<file path="src/rtl/uart_pkg.sv">
// uart_pkg: shared constants and types for the UART transmit-side feeder.
//   BYTE_W          data width of one UART character
//   feeder_state_t  feeder FSM encoding (IDLE -> SEND -> GAP -> IDLE)
package uart_pkg;

  localparam int BYTE_W = 8;

  typedef enum logic [1:0] {
    FD_IDLE = 2'd0,
    FD_SEND = 2'd1,
    FD_GAP  = 2'd2
  } feeder_state_t;

endpackage : uart_pkg

</file>
<file path="src/rtl/uart_tx_feeder_if.sv">
// uart_tx_feeder_if: groups the host-side write port and the transmitter
// handshake of the feeder into one bundle.
//   Host side : wr_en, wr_data, clr_ovf -> feeder; full, empty, count, overflow <- feeder
//   TX side   : donetx -> feeder; newd, dintx <- feeder
//   Status    : busy <- feeder
// Modports:
//   master - the environment (host plus transmitter)
//   slave  - the feeder itself
interface uart_tx_feeder_if
  import uart_pkg::*;
#(
  parameter int DEPTH = 16
);
  localparam int ADDR_W = $clog2(DEPTH);

  logic              wr_en;
  logic [BYTE_W-1:0] wr_data;
  logic              clr_ovf;
  logic              donetx;
  logic              full;
  logic              empty;
  logic [ADDR_W:0]   count;
  logic              overflow;
  logic              newd;
  logic [BYTE_W-1:0] dintx;
  logic              busy;

  modport master (
    output wr_en, wr_data, clr_ovf, donetx,
    input  full, empty, count, overflow, newd, dintx, busy
  );

  modport slave (
    input  wr_en, wr_data, clr_ovf, donetx,
    output full, empty, count, overflow, newd, dintx, busy
  );

endinterface : uart_tx_feeder_if

</file>
<file path="src/rtl/uart_sync_fifo.sv">
// uart_sync_fifo: single-clock show-ahead FIFO.
//   clk, rst   clock; asynchronous active-high reset of pointers and count
//   push       write request; accepted when not full, or when a pop happens
//              in the same cycle (a slot frees on the same edge)
//   push_data  data written on an accepted push
//   pop        read request; ignored when empty
//   head       oldest entry, valid whenever empty=0 (show-ahead)
//   count      entries held, 0..DEPTH
//   full/empty decoded combinationally from count
//   push_ok    high when the current push is accepted
// Storage contents are not reset; only pointers and count are.
module uart_sync_fifo #(
  parameter int DEPTH  = 16,
  parameter int BYTE_W = 8
) (
  input  logic                       clk,
  input  logic                       rst,
  input  logic                       push,
  input  logic [BYTE_W-1:0]          push_data,
  input  logic                       pop,
  output logic [BYTE_W-1:0]          head,
  output logic [$clog2(DEPTH):0]     count,
  output logic                       full,
  output logic                       empty,
  output logic                       push_ok
);
  localparam int ADDR_W = $clog2(DEPTH);
  localparam logic [ADDR_W-1:0] PTR_ONE  = ADDR_W'(1);
  localparam logic [ADDR_W:0]   CNT_ONE  = (ADDR_W + 1)'(1);
  localparam logic [ADDR_W:0]   CNT_FULL = (ADDR_W + 1)'(DEPTH);

  logic [BYTE_W-1:0] mem [DEPTH];
  logic [ADDR_W-1:0] wr_ptr_reg;
  logic [ADDR_W-1:0] rd_ptr_reg;
  logic [ADDR_W:0]   count_reg;
  logic [ADDR_W:0]   count_next;
  logic              pop_ok;

  assign full    = (count_reg == CNT_FULL);
  assign empty   = (count_reg == '0);
  assign count   = count_reg;
  assign pop_ok  = pop & ~empty;
  assign push_ok = push & (~full | pop_ok);
  assign head    = mem[rd_ptr_reg];

  always_ff @(posedge clk) begin
    if (push_ok) begin
      mem[wr_ptr_reg] <= push_data;
    end
  end

  always_comb begin
    count_next = count_reg;
    case ({push_ok, pop_ok})
      2'b10:   count_next = count_reg + CNT_ONE;
      2'b01:   count_next = count_reg - CNT_ONE;
      default: count_next = count_reg;
    endcase
  end

  // Pointers are ADDR_W bits and DEPTH is a power of two, so they wrap for free.
  always_ff @(posedge clk or posedge rst) begin
    if (rst) begin
      wr_ptr_reg <= '0;
      rd_ptr_reg <= '0;
      count_reg  <= '0;
    end else begin
      if (push_ok) wr_ptr_reg <= wr_ptr_reg + PTR_ONE;
      if (pop_ok)  rd_ptr_reg <= rd_ptr_reg + PTR_ONE;
      count_reg <= count_next;
    end
  end

endmodule : uart_sync_fifo

</file>
<file path="src/rtl/uart_tx_feeder.sv">
// uart_tx_feeder: byte queue and newd/donetx handshake in front of a UART
// transmitter. The host may burst bytes at clk rate; they are handed to the
// transmitter one frame at a time.
//   clk   system clock (the transmitter's uclk is derived from it)
//   rst   asynchronous active-high reset; drops newd immediately and
//         discards anything queued
//   bus   uart_tx_feeder_if.slave:
//           wr_en/wr_data  host write, one byte per cycle
//           clr_ovf        clears the sticky overflow flag
//           donetx         transmitter frame-complete level
//           full/empty     queue state; count excludes the byte in flight
//           overflow       sticky, set by a write dropped because full
//           newd/dintx     byte offered to the transmitter, held per frame
//           busy           FSM outside IDLE
module uart_tx_feeder
  import uart_pkg::*;
#(
  parameter int DEPTH = 16
) (
  input  logic              clk,
  input  logic              rst,
  uart_tx_feeder_if.slave   bus
);
  localparam int ADDR_W = $clog2(DEPTH);

  feeder_state_t     state_reg;
  feeder_state_t     state_next;
  logic              newd_reg;
  logic              newd_next;
  logic [BYTE_W-1:0] dintx_reg;
  logic [BYTE_W-1:0] dintx_next;
  logic              donetx_q_reg;
  logic              overflow_reg;
  logic              done_rise;
  logic              pop;
  logic              push_ok;
  logic              fifo_full;
  logic              fifo_empty;
  logic [BYTE_W-1:0] fifo_head;
  logic [ADDR_W:0]   fifo_count;

  uart_sync_fifo #(
    .DEPTH  (DEPTH),
    .BYTE_W (BYTE_W)
  ) u_fifo (
    .clk       (clk),
    .rst       (rst),
    .push      (bus.wr_en),
    .push_data (bus.wr_data),
    .pop       (pop),
    .head      (fifo_head),
    .count     (fifo_count),
    .full      (fifo_full),
    .empty     (fifo_empty),
    .push_ok   (push_ok)
  );

  // donetx comes from uclk, itself derived from clk, so it is already
  // synchronous; a single register is enough for edge detection.
  assign done_rise = bus.donetx & ~donetx_q_reg;

  always_comb begin
    state_next = state_reg;
    newd_next  = newd_reg;
    dintx_next = dintx_reg;
    pop        = 1'b0;
    case (state_reg)
      FD_IDLE: begin
        if (!fifo_empty) begin
          pop        = 1'b1;
          dintx_next = fifo_head;
          newd_next  = 1'b1;
          state_next = FD_SEND;
        end
      end
      FD_SEND: begin
        // Only a fresh rise ends the frame; a level left high from the
        // previous frame must not complete this one.
        if (done_rise) begin
          newd_next  = 1'b0;
          state_next = FD_GAP;
        end
      end
      FD_GAP: begin
        // Hold off the next newd until donetx falls, so the transmitter
        // never sees newd while it still reports the old frame done.
        if (!bus.donetx) begin
          state_next = FD_IDLE;
        end
      end
      default: begin
        newd_next  = 1'b0;
        state_next = FD_IDLE;
      end
    endcase
  end

  always_ff @(posedge clk or posedge rst) begin
    if (rst) begin
      state_reg    <= FD_IDLE;
      newd_reg     <= 1'b0;
      dintx_reg    <= '0;
      donetx_q_reg <= 1'b0;
      overflow_reg <= 1'b0;
    end else begin
      state_reg    <= state_next;
      newd_reg     <= newd_next;
      dintx_reg    <= dintx_next;
      donetx_q_reg <= bus.donetx;
      // A dropped write takes priority over a simultaneous clear.
      if (bus.wr_en && !push_ok) begin
        overflow_reg <= 1'b1;
      end else if (bus.clr_ovf) begin
        overflow_reg <= 1'b0;
      end
    end
  end

  assign bus.full     = fifo_full;
  assign bus.empty    = fifo_empty;
  assign bus.count    = fifo_count;
  assign bus.overflow = overflow_reg;
  assign bus.newd     = newd_reg;
  assign bus.dintx    = dintx_reg;
  assign bus.busy     = (state_reg != FD_IDLE);

endmodule : uart_tx_feeder

</file>
<file path="src/flat_wrapper.sv">
// flat-port wrapper written by rule: the top's interface ports become plain ports
module uart_tx_feeder_flat import uart_pkg::*;
#(
  parameter int DEPTH = 16
)
  (clk, rst, bus_wr_en, bus_wr_data, bus_clr_ovf, bus_donetx, bus_full, bus_empty, bus_count, bus_overflow, bus_newd, bus_dintx, bus_busy);
  uart_tx_feeder_if #(.DEPTH(DEPTH)) bus_i ();
  input  logic clk;
  input  logic rst;
  input wire logic [$bits(bus_i.wr_en)-1:0] bus_wr_en;
  input wire logic [$bits(bus_i.wr_data)-1:0] bus_wr_data;
  input wire logic [$bits(bus_i.clr_ovf)-1:0] bus_clr_ovf;
  input wire logic [$bits(bus_i.donetx)-1:0] bus_donetx;
  output wire logic [$bits(bus_i.full)-1:0] bus_full;
  output wire logic [$bits(bus_i.empty)-1:0] bus_empty;
  output wire logic [$bits(bus_i.count)-1:0] bus_count;
  output wire logic [$bits(bus_i.overflow)-1:0] bus_overflow;
  output wire logic [$bits(bus_i.newd)-1:0] bus_newd;
  output wire logic [$bits(bus_i.dintx)-1:0] bus_dintx;
  output wire logic [$bits(bus_i.busy)-1:0] bus_busy;
  assign bus_i.wr_en = bus_wr_en;
  assign bus_i.wr_data = bus_wr_data;
  assign bus_i.clr_ovf = bus_clr_ovf;
  assign bus_i.donetx = bus_donetx;
  assign bus_full = bus_i.full;
  assign bus_empty = bus_i.empty;
  assign bus_count = bus_i.count;
  assign bus_overflow = bus_i.overflow;
  assign bus_newd = bus_i.newd;
  assign bus_dintx = bus_i.dintx;
  assign bus_busy = bus_i.busy;
  uart_tx_feeder #(.DEPTH(DEPTH)) u_core (.clk(clk), .rst(rst), .bus(bus_i));
endmodule
</file>
<file path="config.mk">
export PLATFORM = sky130hd
export DESIGN_NAME = uart_tx_feeder_flat
export DESIGN_NICKNAME = d
export VERILOG_FILES = /design/src/rtl/uart_pkg.sv /design/src/rtl/uart_tx_feeder_if.sv /design/src/rtl/uart_sync_fifo.sv /design/src/rtl/uart_tx_feeder.sv /design/src/flat_wrapper.sv
export SDC_FILE = /design/constraint.sdc
export NUM_CORES = 1
export LEC_CHECK = 0
export BUFFER_PORTS_ARGS = -buffer_cell sky130_fd_sc_hd__buf_2
export CORE_UTILIZATION = 45
export CTS_CLUSTER_SIZE = 10
export DETAILED_ROUTE_END_ITERATION = 8
export HOLD_SLACK_MARGIN = 0.02
export PLACE_DENSITY = 0.66
export REMOVE_ABC_BUFFERS = 1
export SYNTH_ARGS = -nofsm -noshare
export SYNTH_HDL_FRONTEND = slang
export SYNTH_SLANG_ARGS = --single-unit
</file>
<file path="constraint.sdc">
create_clock -name clk -period 2.8 [get_ports clk]
set_input_delay 0.14 -clock clk [delete_from_list [all_inputs] [get_ports clk]]
set_output_delay 0.14 -clock clk [all_outputs]
set_load 0.02 [all_outputs]
</file>
# Word level (Yosys, flattened, before mapping)
# Memory sizes are Yosys's and may differ from the RTL's. A register that Yosys moved wholly into a read port is not among the register bits.
# Index checks and enable logic that the tools add are counted.
dict set report op_classes {
  n_mux 14
  eq_ne 8
  n_reduce_logical 10
  addsub 4
  n_bitwise 8
}
# op count
set ops {}
lappend ops {{$pmux W5 S2} 1}
lappend ops {{$add A4 B1 Y4 const B} 2}
lappend ops {{$mux W1} 8}
lappend ops {{$mux W2} 3}
lappend ops {{$pmux W2 S3} 1}
lappend ops {{$reduce_and A3 Y1} 2}
lappend ops {{$reduce_bool A2 Y1} 3}
lappend ops {{$add A5 B1 Y5 const B} 1}
lappend ops {{$eq A5 B5 Y1 const B} 1}
lappend ops {{$logic_not A5 Y1} 1}
lappend ops {{$sub A5 B1 Y5 const B} 1}
lappend ops {{$eq A2 B1 Y1 const B} 2}
lappend ops {{$eq A2 B2 Y1 const B} 2}
lappend ops {{$ne A2 B2 Y1 const B} 2}
lappend ops {{$not A1 Y1} 4}
lappend ops {{$and A1 B1 Y1} 3}
lappend ops {{$pmux W1 S3} 1}
lappend ops {{$logic_not A2 Y1} 1}
lappend ops {{$ne A2 B1 Y1 const B} 1}
lappend ops {{$reduce_and A2 Y1} 1}
lappend ops {{$logic_and A1 B1 Y1} 1}
lappend ops {{$logic_not A1 Y1} 1}
lappend ops {{$or A1 B1 Y1} 1}
dict set report word_totals {
  inputBits 13
  mem_bits_rw 128
  ff_bits 18
  memories 1
  output_inout_bits 18
}
# name depth word_bits rd rd_ports_with_merged_regs write_ports line_no
set memory_table {}
lappend memory_table {u_core.u_fifo.mem 16 8 1 1 1 uart_sync_fifo.sv:32} ;# logic [BYTE_W-1:0] mem [DEPTH];

# Depth between registers and ports, before layout
dict set report logic_depth {
  ltp_word 9
  ltp_mapped 10
}

# Modules after synthesis
# Synthesis repeated with hierarchy kept, for this count alone.
dict set report hier_totals {
  hier_cells 331
  area_unflattened_um2 6498.7
}
# mod area_each_um2 n_inst cells_each
set by_module_without_submodules {}
lappend by_module_without_submodules {uart_sync_fifo 5948.2 1 294}
lappend by_module_without_submodules {uart_tx_feeder 550.5 1 37}

# Worst setup path after synthesis
# OpenSTA, ideal clock, no wires.
dict set report synth_timing {
  path_kind {reg-to-reg}
  from {reg u_core.u_fifo.count_reg[0], in the netlist u_core.u_fifo.count[0]}
  to {reg u_core.u_fifo.count_reg[4], in the netlist u_core.u_fifo.count[4]}
  stages_incl_launch_ff 10
  slack_ns 0.255
  period_less_slack_ns 2.545
  arrival_ns 2.453
  cell_sequence {dfrtp_1 > or4_4 > o21ai_2 > nor2_2 > ha_1 > nor2b_1 > o21ai_0 > nand3b_1 > o32a_1 > o221ai_1}
}
dict set report synth_via {
  elab_chain_cells 8
}
# element line_no
set synth_rtl {}
lappend synth_rtl {{start, declared} uart_sync_fifo.sv:35} ;# logic [ADDR_W:0] count_reg;
lappend synth_rtl {{start signal, assigned} uart_sync_fifo.sv:70} ;# count_reg <= count_next;
lappend synth_rtl {{$logic_not A5 Y1} uart_sync_fifo.sv:40} ;# assign empty = (count_reg == '0);
lappend synth_rtl {{$mux W1} uart_tx_feeder.sv:69} ;# if (!fifo_empty) begin
lappend synth_rtl {{$mux W1} uart_tx_feeder.sv:67} ;# case (state_reg)
lappend synth_rtl {{$and A1 B1 Y1} uart_sync_fifo.sv:42} ;# assign pop_ok = pop & ~empty;
lappend synth_rtl {{$or A1 B1 Y1} uart_sync_fifo.sv:43} ;# assign push_ok = push & (~full | pop_ok);
lappend synth_rtl {{$and A1 B1 Y1} uart_sync_fifo.sv:43}
lappend synth_rtl {{$eq A2 B1 Y1 or $eq A2 B2 Y1 (tied branches)} uart_sync_fifo.sv:54} ;# case ({push_ok, pop_ok})
lappend synth_rtl {{$pmux W5 S2 or $reduce_bool A2 Y1 (tied branches)} --}
# Several ways; a longest one is shown, not always the timed one.
# A chain may end at the register's enable or synchronous reset.

# Worst setup path in the final report
# Ends and elaborated chain as after synthesis.

==> reports/metrics.csv <==
stage;metric;value;unit
run_status;outcome;finished clean;
route;drcViolationCount;0;
sta;slew_viol_final;0;
power;leakage;2.55;nW
route;drt_wl_total;11500;um
synth;yosys_warnings;0;
floorplan;start_util;46.4;%
critical_path;crit_fanout;6;
final_layout;fin_nets;404;
clock_tree;numClockSinks;154;
final_layout;largest_reg_flops;128;
floorplan;num_rows;42;
sta;finalSetupViolCount;0;
sta;min_period;2.59;ns
clock_tree;insertion_delay;0.42;ns
critical_path;crit_path_top_delay_cell;or4_4;
route;routedWlPerCell;20.2;um
critical_path;critPathRequiredTime;3.13;ns
floorplan;core_area;0.0133;sq mm
critical_path;r2r_setup_slack;0.21;ns
sta;worst_clock_skew;0.00837;ns
critical_path;worst_ep_arrival_time;2.92;ns
power;combinationalPowerShare;27.9;%
run;drv_cap;0;
final_layout;diodes;0;
power;power.switching;2.23;mW
floorplan;io_pins;31;
critical_path;worst_r2r_path_depth;9;
floorplan;die_area;0.0142;sq mm
power;clockPowerShare;30.0;%
route;vias;3139;
synth;syn_area;0.00617;sq mm
global_routing;grt_pass1_vias;3327;
route;met2_length;5920;um
global_routing;antenna_found_initial;0;
sta;hold_viol;0;
clock_tree;cts_buffer_depth;2;
power;p_seq_share;42.1;%
clock_tree;clk_pin_slew;0.06;ns
place;hpwl;7230;um
clock_tree;clock-root-buffer;clkbuf_16;
place;io_buffers;30;
clock_tree;cts_tree;built;
power;p_per_area;1030;mW/mm^2
floorplan;die_h;119;um
power;switching_share;30.0;%
place;gp_congestion;0.801;
critical_path;endpoint_kind;flop;
floorplan;chipWidth;119;um
hold_path;hp-class;in -> reg;
sta;max-slew-margin-rel;29.7;%
place;place_ws;0.182;ns
synth;syn_inst;330;
global_routing;grt_pass1_wl;18400;um
global_routing;gr-total-overflow;0;
critical_path;critPathKind;reg -> reg;
global_routing;track_usage;18.4;%
synth;ys_seq_area_share;72.8;%
sta;tightest_slew;1.05;ns
final_layout;postLayoutCoreUtil;54.3;%
synth;ys_ff_latch;154;
hold_path;holdPathStages;1;
sta;period_share;92.4;%
synth;ys_types;35;
sta;grt_setup_unrepaired;false;
route;dr.max_layer_used;met4;
sta;fin_setup_tns;0;ns
global_routing;grt_max_degree;34;
route;viasPerCell;5.50;
sta;fmax;386;MHz
final_layout;drive_above_1_share;28.1;%
sta;fin_ws;0.212;ns
route;wl_met1;4850;um
route;ant_nets;0;
clock_tree;cts_made_buffers;17;
route;drt-pass1-iter-count;5;
power;p_int;5.20;mW
synth;avgSynthCellArea;18.7;sq um
clock_tree;h-tree-depth;4;
route;drtIter0Drc;231;
power;power.total;7.43;mW
power;ir_drop;0.558;mV
critical_path;slowest_delay;0.59;ns
critical_path;crit_chain;or4_4 > o21ai_2 > nor2_2 > ha_1 > nor2b_1 > o21ai_1 > nand3b_1 > o32a_1 > o221ai_1;
route;wl_met3;613;um
final_layout;num-fill-cells;1021;
critical_path;startpoint_type;flop;
final_layout;area_growth;17.0;%
## area by class of cell
cell class	count	area, sq um	share of cell area (%)
clock buffers	26	479	6.64
flip-flops and latches	154	4500	62.2
multi-input cells	151	1580	21.8
repair buffers	48	318	4.40
clock inverters	6	93.8	1.30
inverters	10	37.5	0.520
well taps	176	220	3.05
## timing repair
action                     in CTS  in global routing
setup endpoints to repair       0                  1
buffers inserted                0                  0
gates resized for setup         0                  1
hold buffers                    3                  0
hold endpoints to repair       29                  0
## path summary, 6_finish.rpt
| path | end | startpoint |
|---|---|---|
| worst min-delay path | u_core.u_fifo.mem[1][0] | bus_wr_data[0] |
| worst max register to register | u_core.u_fifo.count[4] | u_core.u_fifo.count[0] |
| min in group asynchronous | u_core.state_reg[0] | rst |
| max in group asynchronous | u_core.u_fifo.rd_ptr_reg[2] | rst |
| worst min register to register | u_core.bus.dintx[1] | u_core.bus.dintx[1] |
| worst max-delay path | u_core.u_fifo.count[4] | u_core.u_fifo.count[0] |
## layout by cell type (no fill, tap or decap), drive strengths merged
cell type / synthesis / layout
dlygate4sd3: 0 / 3
a21o: 1 / 1
nand3b: 1 / 1
mux2: 2 / 2
o32a: 1 / 1
dfrtp: 26 / 26
nor2: 19 / 19
nand2: 25 / 25
or4: 1 / 1
clkinvlp: 0 / 1
bufinv: 0 / 2
a31oi: 1 / 1
nor4: 1 / 1
or2: 1 / 1
a21oi: 1 / 1
a211oi: 1 / 1
xnor2: 8 / 8
buf: 10 / 45
o32ai: 1 / 1
nor2b: 4 / 4
o22ai: 1 / 1
mux4: 32 / 32
o21ai: 3 / 3
o221ai: 10 / 10
inv: 10 / 11
nand4: 2 / 2
fa: 1 / 1
nor3: 5 / 5
edfxtp: 128 / 128
mux2i: 18 / 18
o21a: 1 / 1
clkbuf: 5 / 26
clkinv: 0 / 2
nand2b: 2 / 2
ha: 8 / 8
## Yosys cell counts, drive strengths merged
library cell,n,share of area [%]
o22ai,1,0.10
a211oi,1,0.12
ha,8,1.6
a31oi,1,0.34
nor3,5,0.41
a21oi,1,0.081
mux2,2,0.49
or4,1,0.18
nor2b,4,0.41
o32ai,1,0.14
nand3b,1,0.12
xnor2,8,1.1
buf,10,0.75
mux2i,18,2.9
o21a,1,0.12
clkbuf,5,0.30
edfxtp,128,62
o221ai,10,1.4
nor4,1,0.10
mux4,32,12
inv,10,0.61
or2,1,0.10
nor2,19,1.2
nand4,2,0.20
o21ai,3,0.30
dfrtp,26,11
nand2,25,1.6
a21o,1,0.12
o32a,1,0.16
fa,1,0.32
nand2b,2,0.20
## metrics by stage
stage,std cells,hold WS [ns],instance area (sq um)
final,571,0.0992,7220
after floorplan,315,0.171,6110
after global routing,571,0.0820,7220
after detailed placement,536,0.275,6620
after CTS,571,0.0830,7220
after global placement,536,0.274,6620
## power groups by stage
stage | clock network (mW) | logic, mW | registers (mW)
3_5_place_dp | 0 | 2.09 | 3.17
5_1_grt | 2.37 | 2.26 | 3.17
2_1_floorplan | 0 | 1.19 | 3.37
6_report | 2.22 | 2.07 | 3.13
4_1_cts | 2.26 | 2.11 | 3.13
3_3_place_gp | 0 | 2.05 | 3.15
## layer usage
layer	track usage (%)	up-vias
met2	30.0	96
met3	5.36	15
met5	0	-
li1	-	1409
met1	22.8	1619
met4	7.83	0
## critical path: cells and delay by family, from the launching register on
kind	cells	cell delay, ns
AOI/OAI and AO/OA	4	0.79
DFF	1	0.43
adders and majority gates	1	0.33
and+or+nand+nor	4	0.96
## kinds of logic (layout without fill, tap and decap cells)
kind of cell               Yosys count  after routing  synth area share, %
buffers and inverters               25             90                 1.66
muxes                               52             52                 15.1
AOI/OAI and AO/OA                   21             21                 2.92
xor gates and xnor gates             8              8                 1.13
DFF                                154            154                 72.8
adders and majority gates            9              9                 1.95
and+or+nand+nor                     61             61                 4.48
No activity file was read; power rests on OpenSTA's default activity.
